File: config.mk
export PLATFORM = sky130hd
export DESIGN_NAME = retta_mem_arbiter
export DESIGN_NICKNAME = d
export VERILOG_FILES = /design/src/rtl/retta_pkg.sv /design/src/rtl/retta_rr_pick.sv /design/src/rtl/retta_mem_arbiter.sv
export SDC_FILE = /design/constraint.sdc
export NUM_CORES = 1
export LEC_CHECK = 0
export ABC_CLOCK_PERIOD_IN_PS = 4050
export BUFFER_PORTS_ARGS = -buffer_cell sky130_fd_sc_hd__buf_4
export CORE_MARGIN = 1.5
export CORE_UTILIZATION = 53
export DETAILED_ROUTE_END_ITERATION = 10
export HOLD_SLACK_MARGIN = 0.05
export PLACE_DENSITY_LB_ADDON = 0.12
export SLEW_MARGIN = 20
export SYNTH_ARGS = -nofsm -noshare
export SYNTH_HDL_FRONTEND = slang
export SYNTH_SLANG_ARGS = --single-unit
File: constraint.sdc
create_clock -name clock -period 4.05 [get_ports clock]
set_input_delay 0.6075 -clock clock [delete_from_list [all_inputs] [get_ports clock]]
set_output_delay 0.6075 -clock clock [all_outputs]
set_load 0.02 [all_outputs]
File: src/rtl/retta_pkg.sv
`default_nettype none
// ============================================================================
//  Module   : retta_pkg
//  Purpose  : Shared definitions for the point-table arbiter: default table
//             geometry, arbiter state encoding and the constant contents of
//             the 16x8 line-check coordinate table.
//  Ports    : none (package)
//  Revision : 1.0 - initial release
// ============================================================================
package retta_pkg;

    localparam int RETTA_AW    = 4;
    localparam int RETTA_DW    = 8;
    localparam int RETTA_DEPTH = 16;

    typedef enum logic [1:0] {
        S_IDLE   = 2'd0,
        S_SERVE  = 2'd1,
        S_LOCKED = 2'd2
    } arb_state_t;

    // Element [n] holds the word at address n (listed here from address 15
    // down to address 0).
    localparam logic [RETTA_DEPTH-1:0][RETTA_DW-1:0] RETTA_MEM_INIT = {
        8'd2,   8'd0,   8'd2,   8'd0,     // 15..12
        8'd5,   8'd255, 8'd2,   8'd0,     // 11..8
        8'd0,   8'd0,   8'd2,   8'd0,     //  7..4
        8'd0,   8'd0,   8'd255, 8'd1      //  3..0
    };

endpackage
`default_nettype wire

File: src/rtl/retta_rr_pick.sv
`default_nettype none
// ============================================================================
//  Module   : retta_rr_pick
//  Purpose  : Combinational round-robin picker. Searches for the first
//             asserted request starting at rr_ptr+1 (modulo NREQ) and
//             returns a one-hot grant, or zero when nothing is requested.
//  Ports    : req    in  NREQ  request vector
//             rr_ptr in  PW    index of the most recent winner
//             gnt    out NREQ  one-hot grant
//  Revision : 1.0 - initial release
// ============================================================================
module retta_rr_pick #(
    parameter int NREQ = 2,
    parameter int PW   = $clog2(NREQ)
) (
    input  logic [NREQ-1:0] req,
    input  logic [PW-1:0]   rr_ptr,
    output logic [NREQ-1:0] gnt
);

    logic w_found;

    // One search chain per possible pointer value keeps every bit index a
    // compile-time constant; only the chain matching rr_ptr is active.
    always_comb begin
        gnt     = '0;
        w_found = 1'b0;
        for (int r = 0; r < NREQ; r++) begin
            if (rr_ptr == r[PW-1:0]) begin
                for (int k = 1; k <= NREQ; k++) begin
                    if (!w_found && req[(r + k) % NREQ]) begin
                        gnt[(r + k) % NREQ] = 1'b1;
                        w_found             = 1'b1;
                    end
                end
            end
        end
    end

endmodule
`default_nettype wire

File: src/rtl/retta_mem_arbiter.sv
`default_nettype none
// ============================================================================
//  Module   : retta_mem_arbiter
//  Purpose  : Shares the single-read-port point table between NREQ scan
//             engines. Round-robin arbitration with an optional lock so one
//             engine can issue back-to-back reads; a lock is force-released
//             after LOCK_MAX consecutive grants. Read data is registered and
//             returned one cycle after the grant with a per-requester valid.
//  Ports    : clock    in  1          rising-edge clock
//             reset_n  in  1          asynchronous active-low reset
//             wr_en    in  1          table write strobe   (RETTA_ARB_WR_EN)
//             wr_addr  in  AW         table write address  (RETTA_ARB_WR_EN)
//             wr_data  in  DW         table write data     (RETTA_ARB_WR_EN)
//             req      in  NREQ       level request, held until granted
//             addr     in  NREQ*AW    requester i at [i*AW +: AW]
//             lock     in  NREQ       keep ownership after this grant
//             gnt      out NREQ       combinational one-hot grant
//             rdata    out DW         registered read data
//             rvalid   out NREQ       registered one-hot data owner
//             owner    out PW         lock owner (meaningful when locked)
//             locked   out 1          arbiter is in the locked state
//  Config   : RETTA_ARB_WR_EN - adds the write port; the table becomes
//             registers reloaded with the constant contents on reset and a
//             write cycle suppresses all grants.
//  Revision : 1.0 - initial release
// ============================================================================
module retta_mem_arbiter
    import retta_pkg::*;
#(
    parameter int NREQ     = 2,
    parameter int AW       = RETTA_AW,
    parameter int DW       = RETTA_DW,
    parameter int LOCK_MAX = 3
) (
    input  logic                    clock,
    input  logic                    reset_n,
`ifdef RETTA_ARB_WR_EN
    input  logic                    wr_en,
    input  logic [AW-1:0]           wr_addr,
    input  logic [DW-1:0]           wr_data,
`endif
    input  logic [NREQ-1:0]         req,
    input  logic [NREQ*AW-1:0]      addr,
    input  logic [NREQ-1:0]         lock,
    output logic [NREQ-1:0]         gnt,
    output logic [DW-1:0]           rdata,
    output logic [NREQ-1:0]         rvalid,
    output logic [$clog2(NREQ)-1:0] owner,
    output logic                    locked
);

    localparam int PW    = $clog2(NREQ);
    localparam int DEPTH = 2 ** AW;

    // Grant number LOCK_MAX of a lock is the one taken with the counter at
    // LOCK_MAX-1; that grant releases the lock whatever lock says.
    localparam logic [3:0] c_lock_last   = 4'(LOCK_MAX - 1);
    // With LOCK_MAX=1 the entering grant already exhausts the lock.
    localparam bit         c_lock_enable = (LOCK_MAX > 1);

    logic [1:0]      r_state;
    logic [PW-1:0]   r_rr_ptr;
    logic [PW-1:0]   r_owner;
    logic [3:0]      r_lock_cnt;
    logic [DW-1:0]   r_rdata;
    logic [NREQ-1:0] r_rvalid;

    logic [NREQ-1:0] w_pick;
    logic [NREQ-1:0] w_owner_oh;
    logic [NREQ-1:0] w_gnt;
    logic            w_any;
    logic            w_gnt_lock;
    logic            w_pending;
    logic            w_wr;
    logic [PW-1:0]   w_gnt_idx;
    logic [AW-1:0]   w_rd_addr;
    logic [DW-1:0]   w_rd_word;
    logic [DW-1:0]   w_init [DEPTH];

    // ------------------------------------------------------------------
    // Table image
    // ------------------------------------------------------------------
    for (genvar gi = 0; gi < DEPTH; gi++) begin : g_init
        assign w_init[gi] = DW'(RETTA_MEM_INIT[gi % RETTA_DEPTH]);
    end

`ifdef RETTA_ARB_WR_EN
    logic [DW-1:0] r_table [DEPTH];

    assign w_wr = wr_en;

    always_ff @(posedge clock or negedge reset_n) begin
        if (!reset_n) begin
            r_table <= w_init;
        end else if (wr_en) begin
            r_table[wr_addr] <= wr_data;
        end
    end

    assign w_rd_word = r_table[w_rd_addr];
`else
    assign w_wr      = 1'b0;
    assign w_rd_word = w_init[w_rd_addr];
`endif

    // ------------------------------------------------------------------
    // Grant generation
    // ------------------------------------------------------------------
    retta_rr_pick #(
        .NREQ   (NREQ),
        .PW     (PW)
    ) u_pick (
        .req    (req),
        .rr_ptr (r_rr_ptr),
        .gnt    (w_pick)
    );

    always_comb begin
        w_owner_oh = '0;
        for (int i = 0; i < NREQ; i++) begin
            w_owner_oh[i] = (r_owner == i[PW-1:0]);
        end
    end

    // Grants are held off while reset is asserted so gnt reads zero in reset.
    always_comb begin
        w_gnt = '0;
        if (reset_n && !w_wr) begin
            if (r_state == S_LOCKED) begin
                w_gnt = w_owner_oh & req;
            end else begin
                w_gnt = w_pick;
            end
        end
    end

    assign w_any      = |w_gnt;
    assign w_gnt_lock = |(w_gnt & lock);
    assign w_pending  = |(req & ~w_gnt);

    always_comb begin
        w_gnt_idx = '0;
        w_rd_addr = '0;
        for (int i = 0; i < NREQ; i++) begin
            if (w_gnt[i]) begin
                w_gnt_idx = i[PW-1:0];
                w_rd_addr = addr[i*AW +: AW];
            end
        end
    end

    // ------------------------------------------------------------------
    // Arbiter state, lock counter and read register
    // ------------------------------------------------------------------
    always_ff @(posedge clock or negedge reset_n) begin
        if (!reset_n) begin
            r_state    <= S_IDLE;
            r_rr_ptr   <= PW'(NREQ - 1);
            r_owner    <= '0;
            r_lock_cnt <= '0;
            r_rdata    <= '0;
            r_rvalid   <= '0;
        end else begin
            r_rvalid <= w_gnt;
            if (w_any) begin
                r_rdata <= w_rd_word;
            end

            // A write cycle freezes arbitration state entirely.
            if (!w_wr) begin
                if (r_state == S_LOCKED) begin
                    // No grant here means the owner dropped its request.
                    if (!w_any || !w_gnt_lock || (r_lock_cnt == c_lock_last)) begin
                        r_state    <= S_SERVE;
                        r_rr_ptr   <= r_owner;
                        r_lock_cnt <= '0;
                    end else begin
                        r_lock_cnt <= r_lock_cnt + 4'd1;
                    end
                end else if (w_any) begin
                    r_rr_ptr <= w_gnt_idx;
                    if (w_gnt_lock && c_lock_enable) begin
                        r_state    <= S_LOCKED;
                        r_owner    <= w_gnt_idx;
                        r_lock_cnt <= 4'd1;
                    end else begin
                        r_state <= w_pending ? S_SERVE : S_IDLE;
                    end
                end else begin
                    r_state <= S_IDLE;
                end
            end
        end
    end

    assign gnt    = w_gnt;
    assign rdata  = r_rdata;
    assign rvalid = r_rvalid;
    assign owner  = r_owner;
    assign locked = (r_state == S_LOCKED);

endmodule
`default_nettype wire

== Word-level counts from Yosys, hierarchy flattened ==
Memories as Yosys holds them, arrays and structs flattened. A register that Yosys moved wholly into a read port is not among the register bits.
Cells that the tools add are included.

* $add $sub $neg: 1
* Equal/unequal tests: 3
* Multiplexer cells: 28
* Bitwise logic cells: 7
* Reductions and logical operators: 19

{| class="wikitable"
|+ Operators by type and width
! kind !! number
|-
| two-way mux 4 bit || 6
|-
| two-way mux 2 bit || 8
|-
| two-way mux 1 bit || 14
|-
| bitwise AND 2 bit || 3
|-
| logical NOT 1 bit || 6
|-
| OR reduction 2 bit || 3
|-
| NOT 4 -> 5 bit || 1
|-
| adder 4 x 1 -> 4 bit, second input constant || 1
|-
| == test 4 x 2 -> 1 bit, second input constant || 1
|-
| AND reduction 2 bit || 2
|-
| nonzero test 2 bit || 2
|-
| logical AND 1 bit || 3
|-
| AND reduction 3 bit || 1
|-
| == test 2 bit, second input constant || 1
|-
| logical OR 1 bit || 2
|-
| inequality test 2 x 1 -> 1 bit, second input constant || 1
|-
| NOT 1 bit || 2
|-
| NOT 2 bit || 1
|}

* Bits in registers: 10
* Memory bits (read-only): 128
* Logic and storage cells: 64
* Memories: 1

{| class="wikitable"
|+ Memories
! name !! depth !! bits a word !! rd ports !! clocked after Yosys merged registers in !! wr ports !! line !! RTL
|-
| (name not given) || 16 || 8 || 1 || 1 || 0 || retta_mem_arbiter.sv:103 || <nowiki>assign w_rd_word = w_init[w_rd_addr];</nowiki>
|}

== Depth between registers and ports, before layout ==
Gate-level depths: netlist (run 1).

* Depth in word-level cells: 23
* Gate-level depth with buffers: 7
* Gate-level depth less buffers: 5

== Hierarchy ==
A second synthesis (run 1) with hierarchy kept.

* Cells, all modules: 101
* Area, all modules: 975.9 µm²

{| class="wikitable"
|+ Modules (own cells, without submodules)
! module !! times used !! cells an instance !! area each (µm²) !! seq. area each (µm²)
|-
| retta_mem_arbiter || 1 || 98 || 957.2 || 351.6
|-
| retta_rr_pick || 1 || 3 || 18.8 || 0.0
|}

== Worst setup path after synthesis (run 1) ==
OpenSTA, ideal clock, no wires.

* Path type: input -> register
* Start point: input port req[0]
* End point: register r_rdata[3] (netlist: rdata[3])
* Library setup time: 0.077 ns
* Data arrival time: 2.015 ns
* Data required time: 3.973 ns
* Setup slack: 1.958 ns
* Cell stages on the path: 5
* Buffers on the path: 0
* Path through: and2_1 a211oi_4 mux2_2 mux2_2 a21oi_1

* Word-level cells in the longest chain between the ends: 15

{| class="wikitable"
|+ RTL lines
! item !! line !! RTL
|-
| start: declaration || retta_mem_arbiter.sv:42 || <nowiki>input logic [NREQ-1:0] req,</nowiki>
|-
| logical AND 1 bit || retta_rr_pick.sv:31 || <nowiki>if (!w_found && req[(r + k) % NREQ]) begin</nowiki>
|-
| two-way mux 1 bit || retta_rr_pick.sv:31 ||
|-
| two-way mux 1 bit || retta_rr_pick.sv:29 || <nowiki>if (rr_ptr == r[PW-1:0]) begin</nowiki>
|-
| logical NOT 1 bit || retta_rr_pick.sv:31 ||
|-
| logical AND 1 bit || retta_rr_pick.sv:31 ||
|-
| two-way mux 1 bit || retta_rr_pick.sv:31 ||
|-
| two-way mux 1 bit || retta_rr_pick.sv:29 ||
|-
| logical NOT 1 bit || retta_rr_pick.sv:31 ||
|-
| logical AND 1 bit || retta_rr_pick.sv:31 ||
|-
| two-way mux 1 bit || retta_rr_pick.sv:31 ||
|-
| two-way mux 2 bit || retta_rr_pick.sv:29 ||
|-
| two-way mux 2 bit * || retta_mem_arbiter.sv:129 || <nowiki>if (r_state == S_LOCKED) begin</nowiki>
|-
| two-way mux 2 bit * || retta_mem_arbiter.sv:128 || <nowiki>if (reset_n && !w_wr) begin</nowiki>
|-
| two-way mux 4 bit || retta_mem_arbiter.sv:145 || <nowiki>if (w_gnt[i]) begin</nowiki>
|-
| NOT 4 -> 5 bit (implied by the code) || retta_mem_arbiter.sv:103 ||
|-
| end: declaration || retta_mem_arbiter.sv:65 || <nowiki>logic [DW-1:0] r_rdata;</nowiki>
|}

Every way passes the cells marked *; elsewhere a longest branch is shown, timed or not. The select of a mux whose other input is x is not followed.
A chain may end at the register's enable or synchronous reset.

== Final worst setup path (run 1) ==
* Start point: register r_state[0]
* End point: output port gnt[1]

* Word-level cells in the longest chain between the ends: 3

{| class="wikitable"
|+ RTL lines
! item !! line !! RTL
|-
| start: declaration || retta_mem_arbiter.sv:61 || <nowiki>logic [1:0] r_state;</nowiki>
|-
| start signal: assignment || retta_mem_arbiter.sv:187 || <nowiki>r_state <= w_pending ? S_SERVE : S_IDLE;</nowiki>
|-
| == test 2 bit || retta_mem_arbiter.sv:129 ||
|-
| two-way mux 2 bit || retta_mem_arbiter.sv:129 ||
|-
| two-way mux 2 bit || retta_mem_arbiter.sv:128 ||
|-
| end: declaration || retta_mem_arbiter.sv:45 || <nowiki>output logic [NREQ-1:0] gnt,</nowiki>
|}

Every way passes these cells.

==> impl_metrics.env, run 1 <==
export IMPL_outcome="finished, final reports clean"
export IMPL_synthArstFlopShare_pct=100
export IMPL_cts_sinks=14
export IMPL_synth_top_family_by_area="simple AND/OR/NAND/NOR gates"
export IMPL_yosysTopAreaCellShare_pct=36.1
export IMPL_endpoint_kind="output pin"
export IMPL_post_cts_buffers=0
export IMPL_synthFlopType="dfrtp_1"
export IMPL_synth_compound_area_share_pct=21.1
export IMPL_hold_viol=0
export IMPL_grt_pass1_wl_microns=3210
export IMPL_cap_viol_max_count=0
export IMPL_synth_edf_count=0
export IMPL_h_tree_depth=1
export IMPL_ys_types=41
export IMPL_antenna_left=0
export IMPL_dp_hpwl_microns=1590
export IMPL_drt_iter0_drc=23
export IMPL_hold_path_class="in -> async"
export IMPL_cts_reportedPaths_clkPinSlew_ps=90
export IMPL_cellPowerDensity_nw_per_um2=442
export IMPL_power_leakage_uw=0.000498
export IMPL_grt_overflow=0
export IMPL_synthTopCellsByCount="13 x dfrtp_1, 7 x a21oi_1, 6 x nand2b_1, 5 x buf_4, 5 x nand3_1"
export IMPL_n_antenna_cell=0
export IMPL_netlist_top_cells_area="dfrtp_1 36%, mux2_2 5.0%, buf_4 4.2%"
export IMPL_io_buffers=27
export IMPL_crit_path_start_kind="register"
export IMPL_final_nets=131
export IMPL_cts_root_buf="clkbuf_4"
export IMPL_yosysMostFrequentCell="dfrtp_1"
export IMPL_avgSynthCellArea_sq_um=9.91
export IMPL_synth_xor_area_share_pct=0
export IMPL_clockBufferDepth=2
export IMPL_viasPerCell=6.15
export IMPL_fin_area_sq_um=1100
export IMPL_worst_pin_slew_ps=711
export IMPL_wl_per_cell_microns=16.0
export IMPL_period_share_pct=65.3
export IMPL_routed_wl_microns=2080
export IMPL_syn_area_sq_um=902
export IMPL_synth_largest_area_cell="dfrtp_1"
export IMPL_design_die_area_sq_um=1960
export IMPL_num_vias=799
export IMPL_clkLatencyLatePin_ps=280
export IMPL_ctsHoldBuffers=0
export IMPL_layout_area_seq_sq_um=352
export IMPL_fin_crit_ps=2650
export IMPL_synth_seq_area_share_pct=39.0
export IMPL_finClkSkew_ps=7.31
export IMPL_antenna_found_initial=0
export IMPL_start_util_pct=58.5
export IMPL_yosys_area_share_simple_pct=23.4
export IMPL_synth_seq_cells=14
export IMPL_postPlaceCellArea_sq_um=1070
export IMPL_fillCellCount=121
export IMPL_report_final_slew_viol_count=0
export IMPL_yosysWarnings=0
export IMPL_cp_max_fo=18
export IMPL_netlist_instances=91
export IMPL_drive_above_1_share_pct=36.8
export IMPL_io_pins=28
export IMPL_die_w_microns=44.3
export IMPL_required_ps=3440
export IMPL_maxSlewHeadroom_pct=52.6
export IMPL_multi_input_area_sq_um=482
export IMPL_core_region_area_sq_um=1540
export IMPL_layout_cells_non_filler=130
export IMPL_ff2ff_path_depth=5
export IMPL_synth_area_mux_share_pct=6.10
export IMPL_die_h_microns=44.3
export IMPL_syn_nets=107
export IMPL_gp_congestion=0.839
export IMPL_arrival_ps=2040
export IMPL_fmax_ghz=0.378
export IMPL_grt_use_total_pct=22.1
export IMPL_placementRows=14
export IMPL_hold_worst_slack_ps=164
export IMPL_cts_resized=0
export IMPL_grt_pass1_vias=751
export IMPL_critical_path_class="reg -> out"
export IMPL_area_growth_pct=22.3
export IMPL_cts_buffers=3
export IMPL_rsz0062_at_grt="no"
export IMPL_synth_fa_ha_area_share_pct=2.77
export IMPL_setup_tns_ps=0
export IMPL_drcViolationCount=0
export IMPL_grt_start_max_net_pins=19
export IMPL_post_place_cells=126
export IMPL_cts_tree="yes"
export IMPL_final_setup_viol_count=0
export IMPL_firstDrtPassIters=4
export IMPL_ir_drop_mv=0.282
## flip-flops by register name, indices dropped and copies added, names as in the netlist
register    count
r_state         2
r_lock_cnt      4
r_rr_ptr        1
rdata           4
rvalid          2
owner           1
## metrics by stage
step | worst slack (ps) | util [%] | power [uW]
after floorplan | 1960 | - | 324
after global placement | 1650 | 69.2 | 380
after detailed placement | 1580 | 69.2 | 387
after CTS | 1450 | 71.6 | 489
after global routing | 1270 | 71.6 | 514
final | 1400 | 71.6 | 487
## critical path, stage by stage (launching register included)
cell and delay [ps]:
dfrtp_1 410, nand2b_1 480, a211oi_4 630, buf_4 240
## per-layer routing
layer / up-vias / GRT usage [%] / part of all wire, %
li1: 383 / - / -
met1: 380 / 30.6 / 43
met2: 31 / 36.2 / 50
met3: 5 / 2.45 / 5.4
met4: 0 / 7.27 / 1.2
met5: - / 0 / 0
## cell families (layout without fill, tap and decap cells)
family | count (synthesis) | in the layout
AOI/OAI and AO/OA | 23 | 23
muxes | 5 | 5
DFF | 14 | 14
and+or+nand+nor | 36 | 36
buffers and inverters | 11 | 34
adders and majority gates | 2 | 2
## layout by cell type (no fill, tap or decap), types with 3 or more instances in the layout
master     n
buf_4     27
nand2_1    4
nor2_1     4
dfrtp_1   13
clkbuf_4   3
inv_1      3
nand3_1    5
nand2b_1   6
mux2_2     4
nor3_1     4
a21oi_1    7
## power by group
part / internal [uW] / switching (uW) / leakage (uW) / total [uW]
logic: 84.5 / 110 / 0.000301 / 195
registers: 168 / 21.3 / 0.000176 / 189
clock network: 54.7 / 48.3 / 0.0000210 / 103
## final timing paths
kind                       startpoint  slack (ps)             to
setup / recovery           r_state[0]        1400         gnt[1]
hold / removal                reset_n         160      rvalid[0]
setup reg to reg           r_state[0]        1540  r_lock_cnt[2]
hold reg to reg              rdata[2]         560       rdata[2]
max in group asynchronous     reset_n        3630       r_rr_ptr
min in group clock           rdata[2]         560       rdata[2]
## cell type report
cell class,instances,share of cell area [%]
inverters,3,1.02
repair buffers,27,18.4
multi-input cells,66,43.7
clock buffers,4,3.29
flip-flops and latches,14,31.9
well taps,16,1.81
Power figures use the tool's default switching activity.
==> run 2: changes to the inputs <==
Settings changed: ABC_CLOCK_PERIOD_IN_PS 4050 to 2650, CORE_UTILIZATION 53 to 49.
Clock period 4.05 ns to 2.65 ns, I/O delays scaled along.
==> impl_metrics.env, run 2 (same netlist as run 1, synthesis figures left out) <==
export IMPL_routed_wl_microns=2090
export IMPL_layout_common_cells="31 x buf_4, 13 x dfrtp_1, 7 x a21oi_1, 6 x nand2b_1, 5 x nand3_1"
export IMPL_power_leakage_uw=0.000522
export IMPL_ff2ff_path_depth=5
export IMPL_design_die_area_sq_um=2110
export IMPL_grt_start_max_net_pins=18
export IMPL_final_nets=136
export IMPL_hold_path_class="in -> reg"
export IMPL_p_seq_share_pct=38.3
export IMPL_cts_resized=0
export IMPL_clockBufferDepth=2
export IMPL_cts_reportedPaths_clkPinSlew_ps=90
export IMPL_period_share_pct=91.9
export IMPL_grt_pass1_wl_microns=3250
export IMPL_p_switching_uw=278
export IMPL_pwr_share_clk_pct=21.0
export IMPL_rr_endpoint="r_lock_cnt[2]"
export IMPL_viasPerCell=5.69
export IMPL_ir_drop_mv=0.511
export IMPL_fin_util_pct=66.9
export IMPL_cts_sinks=14
export IMPL_grt_pass1_vias=717
export IMPL_endpoint_kind="register"
export IMPL_report_final_slew_viol_count=0
export IMPL_fmax_ghz=0.410
export IMPL_hold_viol=0
export IMPL_io_pins=28
export IMPL_crit_path_start_kind="input pin"
export IMPL_dp_hpwl_microns=1480
export IMPL_path_cells="dlygate4sd3_1 > buf_4 > nand2_1 > a211oi_2 > a22oi_2 > or4_1 > nand3_1"
export IMPL_placementRows=15
export IMPL_cts_tree="yes"
export IMPL_drive_above_1_share_pct=38.7
export IMPL_num_vias=819
export IMPL_antenna_left=0
export IMPL_firstDrtPassIters=4
export IMPL_start_util_pct=52.2
export IMPL_outcome="finished, final reports clean"
export IMPL_final_common_cell="buf_4"
export IMPL_h_tree_depth=1
export IMPL_drt_iter0_drc=16
export IMPL_setup_tns_ps=0
export IMPL_wl_per_cell_microns=14.5
export IMPL_critical_path_class="in -> reg"
export IMPL_cap_viol_max_count=0
export IMPL_r2r_start="r_state[0]"
export IMPL_required_ps=2870
export IMPL_critical_path_max_stage_delay_ps=550
export IMPL_hold_depth=3
export IMPL_maxSlewHeadroom_pct=54.2
export IMPL_antenna_found_initial=0
export IMPL_gp_congestion=0.804
export IMPL_rrSetupSlack_ps=430
export IMPL_area_growth_pct=28.0
export IMPL_finClkSkew_ps=2.59
export IMPL_n_antenna_cell=0
export IMPL_hold_path_startpoint="req[1]"
export IMPL_rsz0062_at_grt="no"
export IMPL_cp_max_fo=17
export IMPL_io_buffers=27
export IMPL_switching_share_pct=36.8
export IMPL_clkLatencyLatePin_ps=280
export IMPL_holdPathEnd="r_state[0]"
export IMPL_fin_crit_ps=2440
export IMPL_cts_buffers=3
export IMPL_drcViolationCount=0
export IMPL_core_region_area_sq_um=1730
export IMPL_power_frac_comb_pct=40.6
export IMPL_slowest_stage="or4_1"
export IMPL_grt_overflow=0
export IMPL_die_h_microns=45.9
export IMPL_internal_power_uw=478
export IMPL_cts_root_buf="clkbuf_4"
export IMPL_arrival_ps=2660
export IMPL_die_w_microns=45.9
export IMPL_grt_use_total_pct=21.6
export IMPL_cellPowerDensity_nw_per_um2=655
export IMPL_worst_pin_slew_ps=670
export IMPL_final_setup_viol_count=0
## run 2: cell types whose count changed in the layout (fill, tap and decap cells not counted)
cell / previous run / this run
buf_4: 27 / 31
dlygate4sd3_1: 0 / 1
## run 2: cell type report
| cell class | count | area [sq um] |
|---|---|---|
| clock buffers | 4 | 36.3 |
| fillers | 152 | 572 |
| inverters | 3 | 11.3 |
| multi-input cells | 66 | 482 |
| flip-flops and latches | 14 | 352 |
| well taps | 25 | 31.3 |
| repair buffers | 32 | 243 |
## run 2: worst max-delay path by stage
stage | start | endpoint | slack [ps]
final | reset_n | r_lock_cnt[2] | 210
after global routing | reset_n | r_lock_cnt[2] | 50
after CTS | reset_n | r_lock_cnt[2] | 120
after detailed placement | reset_n | r_lock_cnt[2] | 390
after global placement | reset_n | r_lock_cnt[2] | 450
after floorplan | owner | r_lock_cnt[2] | 690
## run 2: per-stage QoR
step / setup WS (ps) / power [uW] / hold slack (ps) / instances / instance area [sq um]
final: 214 / 756 / 390 / 144 / 1150
after global routing: 45.2 / 795 / 398 / 144 / 1150
after CTS: 116 / 751 / 388 / 141 / 1130
after detailed placement: 388 / 591 / 268 / 136 / 1090
after global placement: 452 / 587 / 269 / 136 / 1090
after floorplan: 685 / 496 / 102 / 91 / 902
## run 2: layer usage
layer	routed length, microns	GRT usage (%)
met3	97	3.97
met2	978	34.4
met4	13	6.86
met5	0	0
met1	997	29.4
## run 2: what timing repair did
action                                 4_1_cts  5_1_grt
setup endpoints to repair                    0        1
hold buffers                                 1        0
endpoints found under the hold margin       13        0
setup buffers                                0        3
## run 2: power by group through the flow
stage          logic (uW)  registers (uW)  clock network (uW)
2_1_floorplan         176             319                   0
3_3_place_gp          294             293                   0
3_5_place_dp          298             293                   0
4_1_cts               301             289                 160
5_1_grt               330             296                 169
6_report              307             290                 159
## run 2: critical path: cells and delay by family
family / cells / cell delay [ps]
simple gates: 3 / 770
buf+inv: 2 / 780
compound gates: 2 / 700
